[config.mk]
export PLATFORM = sky130hd
export DESIGN_NAME = bnn_spi_frontend_flat
export DESIGN_NICKNAME = d
export VERILOG_FILES = /design/src/rtl/bnn_spi_frontend_pkg.sv /design/src/rtl/bnn_spi_frontend_if.sv /design/src/rtl/bnn_spi_frontend_sync2.sv /design/src/rtl/bnn_spi_frontend.sv /design/src/flat_wrapper.sv
export SDC_FILE = /design/constraint.sdc
export NUM_CORES = 1
export LEC_CHECK = 0
export CAP_MARGIN = 25
export CORE_AREA = 8 8 115 75
export CTS_BUF_LIST = sky130_fd_sc_hd__clkbuf_4
export CTS_CLUSTER_SIZE = 24
export DETAILED_ROUTE_END_ITERATION = 10
export DIE_AREA = 0 0 123 83
export PLACE_DENSITY = 0.76
export SYNTH_ARGS = -nofsm -noshare
export SYNTH_HDL_FRONTEND = slang
export SYNTH_SLANG_ARGS = --single-unit
[constraint.sdc]
create_clock -name clk -period 7.7 [get_ports clk]
set_clock_uncertainty 0.05 [all_clocks]
set_input_delay 1.925 -clock clk [delete_from_list [all_inputs] [get_ports clk]]
set_output_delay 1.925 -clock clk [all_outputs]
set_load 0.05 [all_outputs]
[src/rtl/bnn_spi_frontend_pkg.sv]
// Shared types and constants for the BNN SPI front end: frame/result widths,
// FSM state encoding, feature and result-byte field offsets.
package bnn_spi_frontend_pkg;

    localparam int FEAT_W  = 16;
    localparam int RES_W   = 8;
    localparam int TIMEOUT = 255;
    localparam int CNT_W   = 5;   // bit counter, saturates at 31
    localparam int TMR_W   = 8;   // wide enough to reach TIMEOUT

    // Feature frame field offsets (4 bits each)
    localparam int FEAT_FIELD_W = 4;
    localparam int HEIGHT_LSB   = 12;
    localparam int COLOR_LSB    = 8;
    localparam int WIDTH_LSB    = 4;
    localparam int STEM_LSB     = 0;

    // Result byte field offsets: {hidden[3:0], ok, class[2:0]}
    localparam int OK_BIT  = 3;
    localparam int CLS_LSB = 0;
    localparam int HID_LSB = 4;

    typedef enum logic [1:0] {
        IDLE  = 2'd0,
        RECV  = 2'd1,
        ISSUE = 2'd2,
        WAIT  = 2'd3
    } state_e;

    // Assemble the result byte returned to the host
    function automatic logic [RES_W-1:0] pack_result(input logic [3:0] hid,
                                                     input logic       ok,
                                                     input logic [2:0] cls);
        logic [RES_W-1:0] r;
        r                = '0;
        r[HID_LSB +: 4]  = hid;
        r[OK_BIT]        = ok;
        r[CLS_LSB +: 3]  = cls;
        return r;
    endfunction

endpackage

[src/rtl/bnn_spi_frontend_if.sv]
// Feature/result handshake between the SPI front end (master) and the
// classifier core (slave).
interface bnn_spi_frontend_if;
    import bnn_spi_frontend_pkg::*;

    logic              feat_valid;
    logic [FEAT_W-1:0] feat_data;
    logic              cls_done;
    logic [2:0]        cls_result;
    logic [3:0]        cls_hidden;

    modport master (
        output feat_valid, feat_data,
        input  cls_done, cls_result, cls_hidden
    );

    modport slave (
        input  feat_valid, feat_data,
        output cls_done, cls_result, cls_hidden
    );
endinterface

[src/rtl/bnn_spi_frontend_sync2.sv]
// Two-flop synchroniser for an asynchronous input, with selectable reset value.
module bnn_spi_frontend_sync2 #(
    parameter logic RST_VAL = 1'b0
) (
    input  logic clk,
    input  logic rst_n,
    input  logic d,
    output logic q
);
    logic [1:0] sync_q;

    // Shift the async input through two flops to settle metastability
    always_ff @(posedge clk or negedge rst_n) begin
        if (!rst_n) begin
            sync_q <= {2{RST_VAL}};
        end else begin
            sync_q <= {sync_q[0], d};
        end
    end

    assign q = sync_q[1];
endmodule

[src/rtl/bnn_spi_frontend.sv]
// SPI mode-0 slave front end: receives a 16-bit feature frame, hands it to the
// classifier with a valid/done handshake, captures the result byte and shifts
// it back to the host during the following frame.
module bnn_spi_frontend
    import bnn_spi_frontend_pkg::*;
(
    input  logic                 clk,
    input  logic                 rst_n,
    input  logic                 ena,
    input  logic                 sclk,
    input  logic                 cs_n,
    input  logic                 mosi,
    output logic                 miso,
    output logic                 busy,
    output logic                 err,
    bnn_spi_frontend_if.master   cls
);
    logic sclk_s, cs_n_s, mosi_s;

    bnn_spi_frontend_sync2 #(.RST_VAL(1'b0)) u_sync_sclk (.clk(clk), .rst_n(rst_n), .d(sclk), .q(sclk_s));
    bnn_spi_frontend_sync2 #(.RST_VAL(1'b1)) u_sync_cs   (.clk(clk), .rst_n(rst_n), .d(cs_n), .q(cs_n_s));
    bnn_spi_frontend_sync2 #(.RST_VAL(1'b0)) u_sync_mosi (.clk(clk), .rst_n(rst_n), .d(mosi), .q(mosi_s));

    state_e            state_q, state_d;
    logic              sclk_prev_q, cs_n_prev_q;
    logic [FEAT_W-1:0] rx_shift_q, rx_shift_d;
    logic [RES_W-1:0]  tx_shift_q, tx_shift_d;
    logic [CNT_W-1:0]  bit_cnt_q, bit_cnt_d;
    logic [TMR_W-1:0]  timer_q, timer_d;
    logic [RES_W-1:0]  result_q, result_d;
    logic [FEAT_W-1:0] feat_data_q, feat_data_d;
    logic              feat_valid_q, feat_valid_d;
    logic              miso_q, miso_d;
    logic              busy_q, busy_d;
    logic              err_q, err_d;

    // Edge detectors track the synchronised lines even while ena is low
    logic sclk_rise, sclk_fall, cs_fall, cs_rise;
    assign sclk_rise = sclk_s & ~sclk_prev_q;
    assign sclk_fall = ~sclk_s & sclk_prev_q;
    assign cs_fall   = ~cs_n_s & cs_n_prev_q;
    assign cs_rise   = cs_n_s & ~cs_n_prev_q;

    // What the receive path looks like once this cycle's sclk rise is counted,
    // so a simultaneous cs_n rise sees the final bit before the length check
    logic [FEAT_W-1:0] rx_upd;
    logic [CNT_W-1:0]  cnt_upd;
    assign rx_upd  = sclk_rise ? {rx_shift_q[FEAT_W-2:0], mosi_s} : rx_shift_q;
    assign cnt_upd = (sclk_rise && (bit_cnt_q != {CNT_W{1'b1}})) ? bit_cnt_q + 1'b1 : bit_cnt_q;

    // Next-state logic for the frame FSM, shifters and counters
    always_comb begin
        state_d      = state_q;
        rx_shift_d   = rx_shift_q;
        tx_shift_d   = tx_shift_q;
        bit_cnt_d    = bit_cnt_q;
        timer_d      = timer_q;
        result_d     = result_q;
        feat_data_d  = feat_data_q;
        feat_valid_d = feat_valid_q;
        miso_d       = miso_q;
        err_d        = err_q;
        if (ena) begin
            case (state_q)
                IDLE: begin
                    if (cs_fall) begin
                        state_d    = RECV;
                        tx_shift_d = result_q;
                        bit_cnt_d  = '0;
                        miso_d     = result_q[RES_W-1];
                    end
                end
                RECV: begin
                    rx_shift_d = rx_upd;
                    bit_cnt_d  = cnt_upd;
                    if (sclk_fall) begin
                        // Zero fill makes miso drop to 0 once the result byte is out
                        tx_shift_d = {tx_shift_q[RES_W-2:0], 1'b0};
                        miso_d     = tx_shift_q[RES_W-2];
                    end
                    if (cs_rise) begin
                        miso_d = 1'b0;
                        if (cnt_upd == CNT_W'(FEAT_W)) begin
                            feat_data_d = rx_upd;
                            err_d       = 1'b0;
                            state_d     = ISSUE;
                        end else begin
                            err_d   = 1'b1;
                            state_d = IDLE;
                        end
                    end
                end
                ISSUE: begin
                    feat_valid_d = 1'b1;
                    timer_d      = '0;
                    state_d      = WAIT;
                    if (cs_fall) err_d = 1'b1;
                end
                WAIT: begin
                    // done takes priority over an expiring timer
                    if (cls.cls_done) begin
                        result_d     = pack_result(cls.cls_hidden, 1'b1, cls.cls_result);
                        feat_valid_d = 1'b0;
                        state_d      = IDLE;
                    end else if (timer_q == TMR_W'(TIMEOUT)) begin
                        result_d     = pack_result(4'h0, 1'b0, 3'h0);
                        err_d        = 1'b1;
                        feat_valid_d = 1'b0;
                        state_d      = IDLE;
                    end else begin
                        timer_d = timer_q + 1'b1;
                    end
                    // A new frame while busy is ignored but flagged
                    if (cs_fall) err_d = 1'b1;
                end
                default: state_d = IDLE;
            endcase
        end
        busy_d = (state_d == ISSUE) || (state_d == WAIT);
    end

    // State and output registers
    always_ff @(posedge clk or negedge rst_n) begin
        if (!rst_n) begin
            state_q      <= IDLE;
            sclk_prev_q  <= 1'b0;
            cs_n_prev_q  <= 1'b1;
            rx_shift_q   <= '0;
            tx_shift_q   <= '0;
            bit_cnt_q    <= '0;
            timer_q      <= '0;
            result_q     <= '0;
            feat_data_q  <= '0;
            feat_valid_q <= 1'b0;
            miso_q       <= 1'b0;
            busy_q       <= 1'b0;
            err_q        <= 1'b0;
        end else begin
            state_q      <= state_d;
            sclk_prev_q  <= sclk_s;
            cs_n_prev_q  <= cs_n_s;
            rx_shift_q   <= rx_shift_d;
            tx_shift_q   <= tx_shift_d;
            bit_cnt_q    <= bit_cnt_d;
            timer_q      <= timer_d;
            result_q     <= result_d;
            feat_data_q  <= feat_data_d;
            feat_valid_q <= feat_valid_d;
            miso_q       <= miso_d;
            busy_q       <= busy_d;
            err_q        <= err_d;
        end
    end

    assign miso           = miso_q;
    assign busy           = busy_q;
    assign err            = err_q;
    assign cls.feat_valid = feat_valid_q;
    assign cls.feat_data  = feat_data_q;
endmodule

[src/flat_wrapper.sv]
// flat-port wrapper written by rule: the top's interface ports become plain ports
module bnn_spi_frontend_flat import bnn_spi_frontend_pkg::*;
  (clk, rst_n, ena, sclk, cs_n, mosi, miso, busy, err, cls_feat_valid, cls_feat_data, cls_cls_done, cls_cls_result, cls_cls_hidden);
  bnn_spi_frontend_if cls_i ();
  input  logic clk;
  input  logic rst_n;
  input  logic ena;
  input  logic sclk;
  input  logic cs_n;
  input  logic mosi;
  output logic miso;
  output logic busy;
  output logic err;
  output wire logic [$bits(cls_i.feat_valid)-1:0] cls_feat_valid;
  output wire logic [$bits(cls_i.feat_data)-1:0] cls_feat_data;
  input wire logic [$bits(cls_i.cls_done)-1:0] cls_cls_done;
  input wire logic [$bits(cls_i.cls_result)-1:0] cls_cls_result;
  input wire logic [$bits(cls_i.cls_hidden)-1:0] cls_cls_hidden;
  assign cls_feat_valid = cls_i.feat_valid;
  assign cls_feat_data = cls_i.feat_data;
  assign cls_i.cls_done = cls_cls_done;
  assign cls_i.cls_result = cls_cls_result;
  assign cls_i.cls_hidden = cls_cls_hidden;
  bnn_spi_frontend u_core (.clk(clk), .rst_n(rst_n), .ena(ena), .sclk(sclk), .cs_n(cs_n), .mosi(mosi), .miso(miso), .busy(busy), .err(err), .cls(cls_i));
endmodule
==> results.json, run 1 <==
{
  "status": "complete, no violations",
  "cp_slowest_stage_delay_ns": 0.82,
  "holdPathEnd": "u_core.u_sync_cs.sync_q[1]",
  "wl_um": 6307,
  "final_cells": 421,
  "cts-resized-gates": 0,
  "multi_input_area_um2": 1400,
  "post-place-cells": 404,
  "synth_area_um2": 3323,
  "period_share_pct": 49.75,
  "max_cap_viol_count": 0,
  "ys_ff_latch": 74,
  "grt_pass1_vias": 2269,
  "rrSetupSlack_ns": 4.43,
  "clock_path_buffers": 2,
  "p_sw_uw": 180.8,
  "hold_path_depth": 0,
  "seqPwrFrac_pct": 55.8,
  "required_ns": 7.96,
  "dieArea_um2": 10210,
  "p_int_uw": 555.5,
  "fillerInstances": 612,
  "die_w_um": 123,
  "yosysWarnings": 0,
  "synth-async-reset-ratio_pct": 100.0,
  "clockPowerShare_pct": 36.6,
  "pin_count": 34,
  "worst_slew_margin_rel_pct": 36.91,
  "report.final.setup_viol": 0,
  "tns_ns": 0,
  "p_leak_uw": 0.001831,
  "path_delay_family": "simple AND/OR/NAND/NOR gates",
  "worst_hold_slack_ns": 0.3139,
  "design_area_um2": 3872,
  "clock.fmax_mhz": 261.0,
  "cts_tree": "yes",
  "rsz0062_at_grt": "no",
  "area_growth_pct": 16.53,
  "die_h_um": 83,
  "yosysUniqueCellTypes": 45,
  "power_frac_comb_pct": 7.7,
  "slew_viol_final": 0,
  "reg2reg_from": "u_core.bit_cnt_q[0]",
  "arrival_ns": 4.09,
  "regArea_um2": 1856,
  "vias": 2266,
  "cts_made_buffers": 9,
  "synth_fp_nets": 308,
  "synthFlopType": "dfrtp_1",
  "r2r-end": "u_core.cls.feat_data[0]",
  "path_clk_slew_ns": 0.11,
  "cts_root_buf": "clkbuf_4",
  "cp-end-kind": "register",
  "power_density_nw_per_um2": 190.2,
  "place_congestion": 0.8402,
  "hold_viol": 0,
  "place_area_um2": 3709,
  "synth_edf_count": 0,
  "nets": 342,
  "port_buffers": 33,
  "drtIter0Drc": 161,
  "grt_overflow": 0,
  "ctsHoldBuffers": 0,
  "start_util_pct": 47.70,
  "synth_cells": 291,
  "cts_sinks": 74,
  "yosysSeqAreaShare_pct": 55.84,
  "critPathKind": "primary input to register",
  "cp_cell_sequence": "clkdlybuf4s50_1 > nand2_1 > nor3_4 > mux2_2",
  "crit_fanout": 17,
  "cp.buffers_inverters": 1,
  "rows": 24,
  "switching_share_pct": 24.56,
  "grt_pass1_wl_um": 11000,
  "antenna_cells": 0,
  "reg2regPathDepth": 8,
  "worstSkewPairLatency_ns": 0.42,
  "start_kind": "primary input",
  "cts.htree.levels": 3,
  "postCtsSetupBuffers": 0,
  "core-area_um2": 6967,
  "grt_max_degree": 75,
  "drtPass1Iterations": 4,
  "wl_per_cell_um": 14.98,
  "drive_gt1_share_pct": 18.18,
  "hold_path.startpoint": "u_core.u_sync_cs.sync_q[0]",
  "ant_nets": 0,
  "hpwl_um": 4281,
  "ir_worst_vdd_mv": 0.08931,
  "cp_slowest_cell": "nor3_4",
  "avgSynthCellArea_um2": 11.42,
  "track_usage_pct": 13.43,
  "worstMarginPinSlew_ns": 0.9433,
  "post-route-drc-count": 0,
  "viasPerCell": 5.382,
  "antenna_found_initial": 0,
  "period_minus_slack_ns": 3.831,
  "hold_path.class": "register to register"
}
==> state kept, by name (all words and copies together) (netlist names) <==
name	cells
u_core.cls.feat_data	16
u_core.rx_shift_q	16
u_core.result_q	8
u_core.timer_q	8
u_core.tx_shift_q	7
u_core.bit_cnt_q	5
u_core.state_q	2
u_core.u_sync_cs.sync_q	2
u_core.u_sync_mosi.sync_q	2
u_core.u_sync_sclk.sync_q	2
u_core.busy	1
u_core.cls.feat_valid	1
u_core.cs_n_prev_q	1
u_core.err	1
u_core.miso	1
u_core.sclk_prev_q	1
==> stage by stage <==
step / util [%] / worst slack, ns / total power, µW
3_3_place_gp: 53.23 / 3.465 / 472.5
2_1_floorplan: - / 4.264 / 449.6
6_report: 55.59 / 3.869 / 736.4
4_1_cts: 55.48 / 3.836 / 742.7
3_5_place_dp: 53.23 / 3.369 / 474.3
5_1_grt: 55.59 / 3.800 / 775.3
==> area by class of cell <==
type                            count  share of cell area (%)
Sequential cell                    74                   47.92
Timing Repair Buffer               34                   8.659
Clock buffer                       10                   1.939
Tap cell                           91                   2.940
Inverter                            3                  0.2908
Multi-Input combinational cell    203                   36.16
Clock inverter                      6                   2.100
==> Yosys cell counts (all sizes together) (2+ instances only) <==
cell | instances | area, µm²
nor2b | 4 | 25.02
xor2 | 5 | 51.30
mux2i | 8 | 80.08
nor3 | 3 | 26.28
and4 | 2 | 17.52
o21ai | 17 | 85.08
dfrtp | 71 | 1777
ha | 3 | 37.54
o21a | 2 | 15.01
nand2 | 69 | 259.0
nor2 | 9 | 36.29
a31oi | 2 | 12.51
o31ai | 2 | 15.01
nand3 | 3 | 15.01
nand4 | 3 | 18.77
clkbuf | 7 | 26.28
inv | 3 | 11.26
a21o | 4 | 30.03
a22o | 10 | 87.58
a21oi | 5 | 25.02
and3 | 2 | 12.51
buf | 4 | 30.02
mux2 | 33 | 405.4
dfstp | 3 | 78.83
nand2b | 3 | 18.77
==> routing by layer <==
metal | GRT usage, % | part of all wire [%] | up-vias
met5 | 0 | 0 | -
met4 | 3.591 | 0.71 | 0
met3 | 5.878 | 6.0 | 4
met2 | 18.40 | 44 | 45
met1 | 18.77 | 49 | 1116
li1 | - | - | 1101
==> cells by family after synthesis <==
family / share of synthesized area (%)
DFF: 55.84
xor gates and xnor gates: 1.544
adders and majority gates: 1.130
muxes: 14.61
buffers and inverters: 2.033
and+or+nand+nor: 14.83
AOI/OAI and AO/OA: 10.01
==> layout by cell type (no fill, tap or decap), types with 2 or more instances in the layout <==
master and count:
dfrtp_1 71, nand2_1 69, clkdlybuf4s50_1 32, mux2_2 24
o21ai_0 16, a22o_1 10, clkbuf_4 10, mux2_4 9
nor2_1 8, mux2i_1 8, a21oi_1 5, xor2_1 4
nor2b_1 4, a21o_1 4, inv_1 3, nand2b_1 3
nand3_1 3, nand4_1 3, ha_1 3, dfstp_2 3
and4_1 2, and3_1 2, nor3_1 2, o21a_1 2
o31ai_1 2, a31oi_1 2, clkinv_2 2, bufinv_16 2
buf_4 2
==> power groups by stage <==
stage	sequential [µW]	combinational, µW	clock [µW]
2_1_floorplan	419	30.8	0
3_3_place_gp	417	55.6	0
3_5_place_dp	418	56.7	0
4_1_cts	410	56.8	276
5_1_grt	412	63.4	300
6_report	411	56.4	269
==> worst max path at each step <==
| stage | depth (start not counted) | end | startpoint |
|---|---|---|---|
| global placement | 4 | u_core.cls.feat_data[2] | ena |
| finish | 4 | u_core.cls.feat_data[0] | ena |
| detailed placement | 4 | u_core.cls.feat_data[1] | ena |
| CTS | 4 | u_core.cls.feat_data[0] | ena |
| floorplan | 5 | u_core.rx_shift_q[10] | ena |
| global route | 4 | u_core.cls.feat_data[0] | ena |
(Power assumes the default switching activity.)
==> run 2, diff against run 1 <==
- clock period: 7.7 -> 3.7 ns (I/O delays scaled with it)
==> run 2 against run 1 <==
  * Clock power grew 74%
  * Non-clock buffer count grew 4
  * Die area is the same
  * Wire length shrank 2.2%
  * Sequential power grew 110%
  * Critical endpoint is now u_core.cls.feat_data[1]
  * Largest power group unchanged
==> results.json, run 2 (synthesized netlist as in run 1, its figures left out) <==
{
  "reg2reg_from": "u_core.bit_cnt_q[0]",
  "crit_fanout": 16,
  "crit_start": "u_core.bit_cnt_q[0]",
  "post-route-drc-count": 0,
  "slew_viol_final": 0,
  "ir_worst_vdd_mv": 0.2148,
  "final_cell_mix": "71 x dfrtp_1, 69 x nand2_1, 32 x clkdlybuf4s50_1",
  "start_util_pct": 47.70,
  "design_area_um2": 3874,
  "reg2regPathDepth": 9,
  "drtPass1Iterations": 4,
  "nets": 346,
  "final_util_pct": 55.60,
  "cts_made_buffers": 9,
  "vias": 2274,
  "clock_path_buffers": 2,
  "drtIter0Drc": 125,
  "hpwl_um": 4182,
  "period_minus_slack_ns": 2.814,
  "hold_path_depth": 0,
  "hold_path.class": "register to register",
  "antenna_cells": 0,
  "antenna_found_initial": 0,
  "die_h_um": 83,
  "place_area_um2": 3746,
  "pin_count": 34,
  "rrSetupSlack_ns": 0.89,
  "grt_pass1_vias": 2196,
  "wl_um": 6166,
  "cp-end-kind": "register",
  "r2r-end": "u_core.cls.feat_data[1]",
  "hold_viol": 0,
  "area_growth_pct": 16.57,
  "dieArea_um2": 10210,
  "power_density_nw_per_um2": 372.4,
  "required_ns": 3.95,
  "port_buffers": 33,
  "report.final.setup_viol": 0,
  "grt_overflow": 0,
  "worst_slew_margin_rel_pct": 39.21,
  "grt_max_degree": 75,
  "cts_root_buf": "clkbuf_4",
  "hold_path.startpoint": "u_core.u_sync_cs.sync_q[0]",
  "cts_tree": "yes",
  "tns_ns": 0,
  "preCtsSetupSlack_ns": 0.8356,
  "max_cap_viol_count": 0,
  "cts_sinks": 74,
  "core-area_um2": 6967,
  "cts.htree.levels": 3,
  "worstMarginPinSlew_ns": 0.9118,
  "worstSkewPairLatency_ns": 0.41,
  "worst_slack_ns": 0.8858,
  "ant_nets": 0,
  "cts-resized-gates": 0,
  "final_common_cell": "dfrtp_1",
  "p_leak_uw": 0.001840,
  "status": "complete, no violations",
  "rows": 24,
  "postCtsSetupBuffers": 0,
  "path_clk_slew_ns": 0.11,
  "clock.fmax_mhz": 355.3,
  "wl_per_cell_um": 14.51,
  "start_kind": "register",
  "grt_pass1_wl_um": 10720,
  "place_congestion": 0.8658,
  "ctsHoldBuffers": 0,
  "die_w_um": 123,
  "period_share_pct": 76.06,
  "drive_gt1_share_pct": 18.56,
  "rsz0062_at_grt": "no",
  "arrival_ns": 3.07,
  "critPathKind": "register to register",
  "track_usage_pct": 12.96,
  "viasPerCell": 5.351,
  "holdPathEnd": "u_core.u_sync_cs.sync_q[1]"
}
run 2: layer usage:
| metal | vias up | wire length, µm | global-route usage, % |
|---|---|---|---|
| li1 | 1112 | - | - |
| met1 | 1110 | 3139 | 18.38 |
| met2 | 50 | 2578 | 17.36 |
| met3 | 2 | 415 | 4.865 |
| met4 | 0 | 33 | 4.897 |
| met5 | - | 0 | 0 |
run 2: how the worst max path moves through the flow:
stage	to	slack, ns	depth (start not counted)
floorplan	u_core.cls.feat_data[10]	1.06	9
global placement	u_core.cls.feat_data[2]	0.87	5
detailed placement	u_core.cls.feat_data[4]	0.84	5
CTS	u_core.cls.feat_data[4]	0.87	9
global route	u_core.cls.feat_data[0]	0.65	9
finish	u_core.cls.feat_data[1]	0.89	9
run 2: power breakdown:
part           leakage, µW  internal (µW)  switching [µW]
Combinational     0.000769           49.3            72.1
Sequential        0.000999            832            22.7
Clock            0.0000722            198             269
run 2: through the flow:
step / hold WS (ns) / power (µW) / std cells
floorplan: 0.2812 / 935.6 / 291
CTS: 0.3133 / 1464 / 425
global placement: 0.2832 / 986.8 / 408
global route: 0.3166 / 1516 / 425
finish: 0.3121 / 1443 / 425
detailed placement: 0.2896 / 991.4 / 409
run 2: critical path, stage by stage (launching register included):
cell,delay (ns)
dfrtp_1,0.44
ha_1,0.26
and3_1,0.20
ha_1,0.20
nor3b_2,0.27
nor4b_2,0.24
o21ai_1,0.15
nor3_4,0.21
buf_4,0.30
mux2_2,0.37
run 2: area by class of cell:
class	count	area (µm²)
Fill cell	617	3093
Sequential cell	74	1856
Multi-Input combinational cell	203	1400
Timing Repair Buffer	38	365.4
Tap cell	91	113.9
Clock buffer	9	67.56
Clock inverter	7	60.06
Inverter	3	11.26
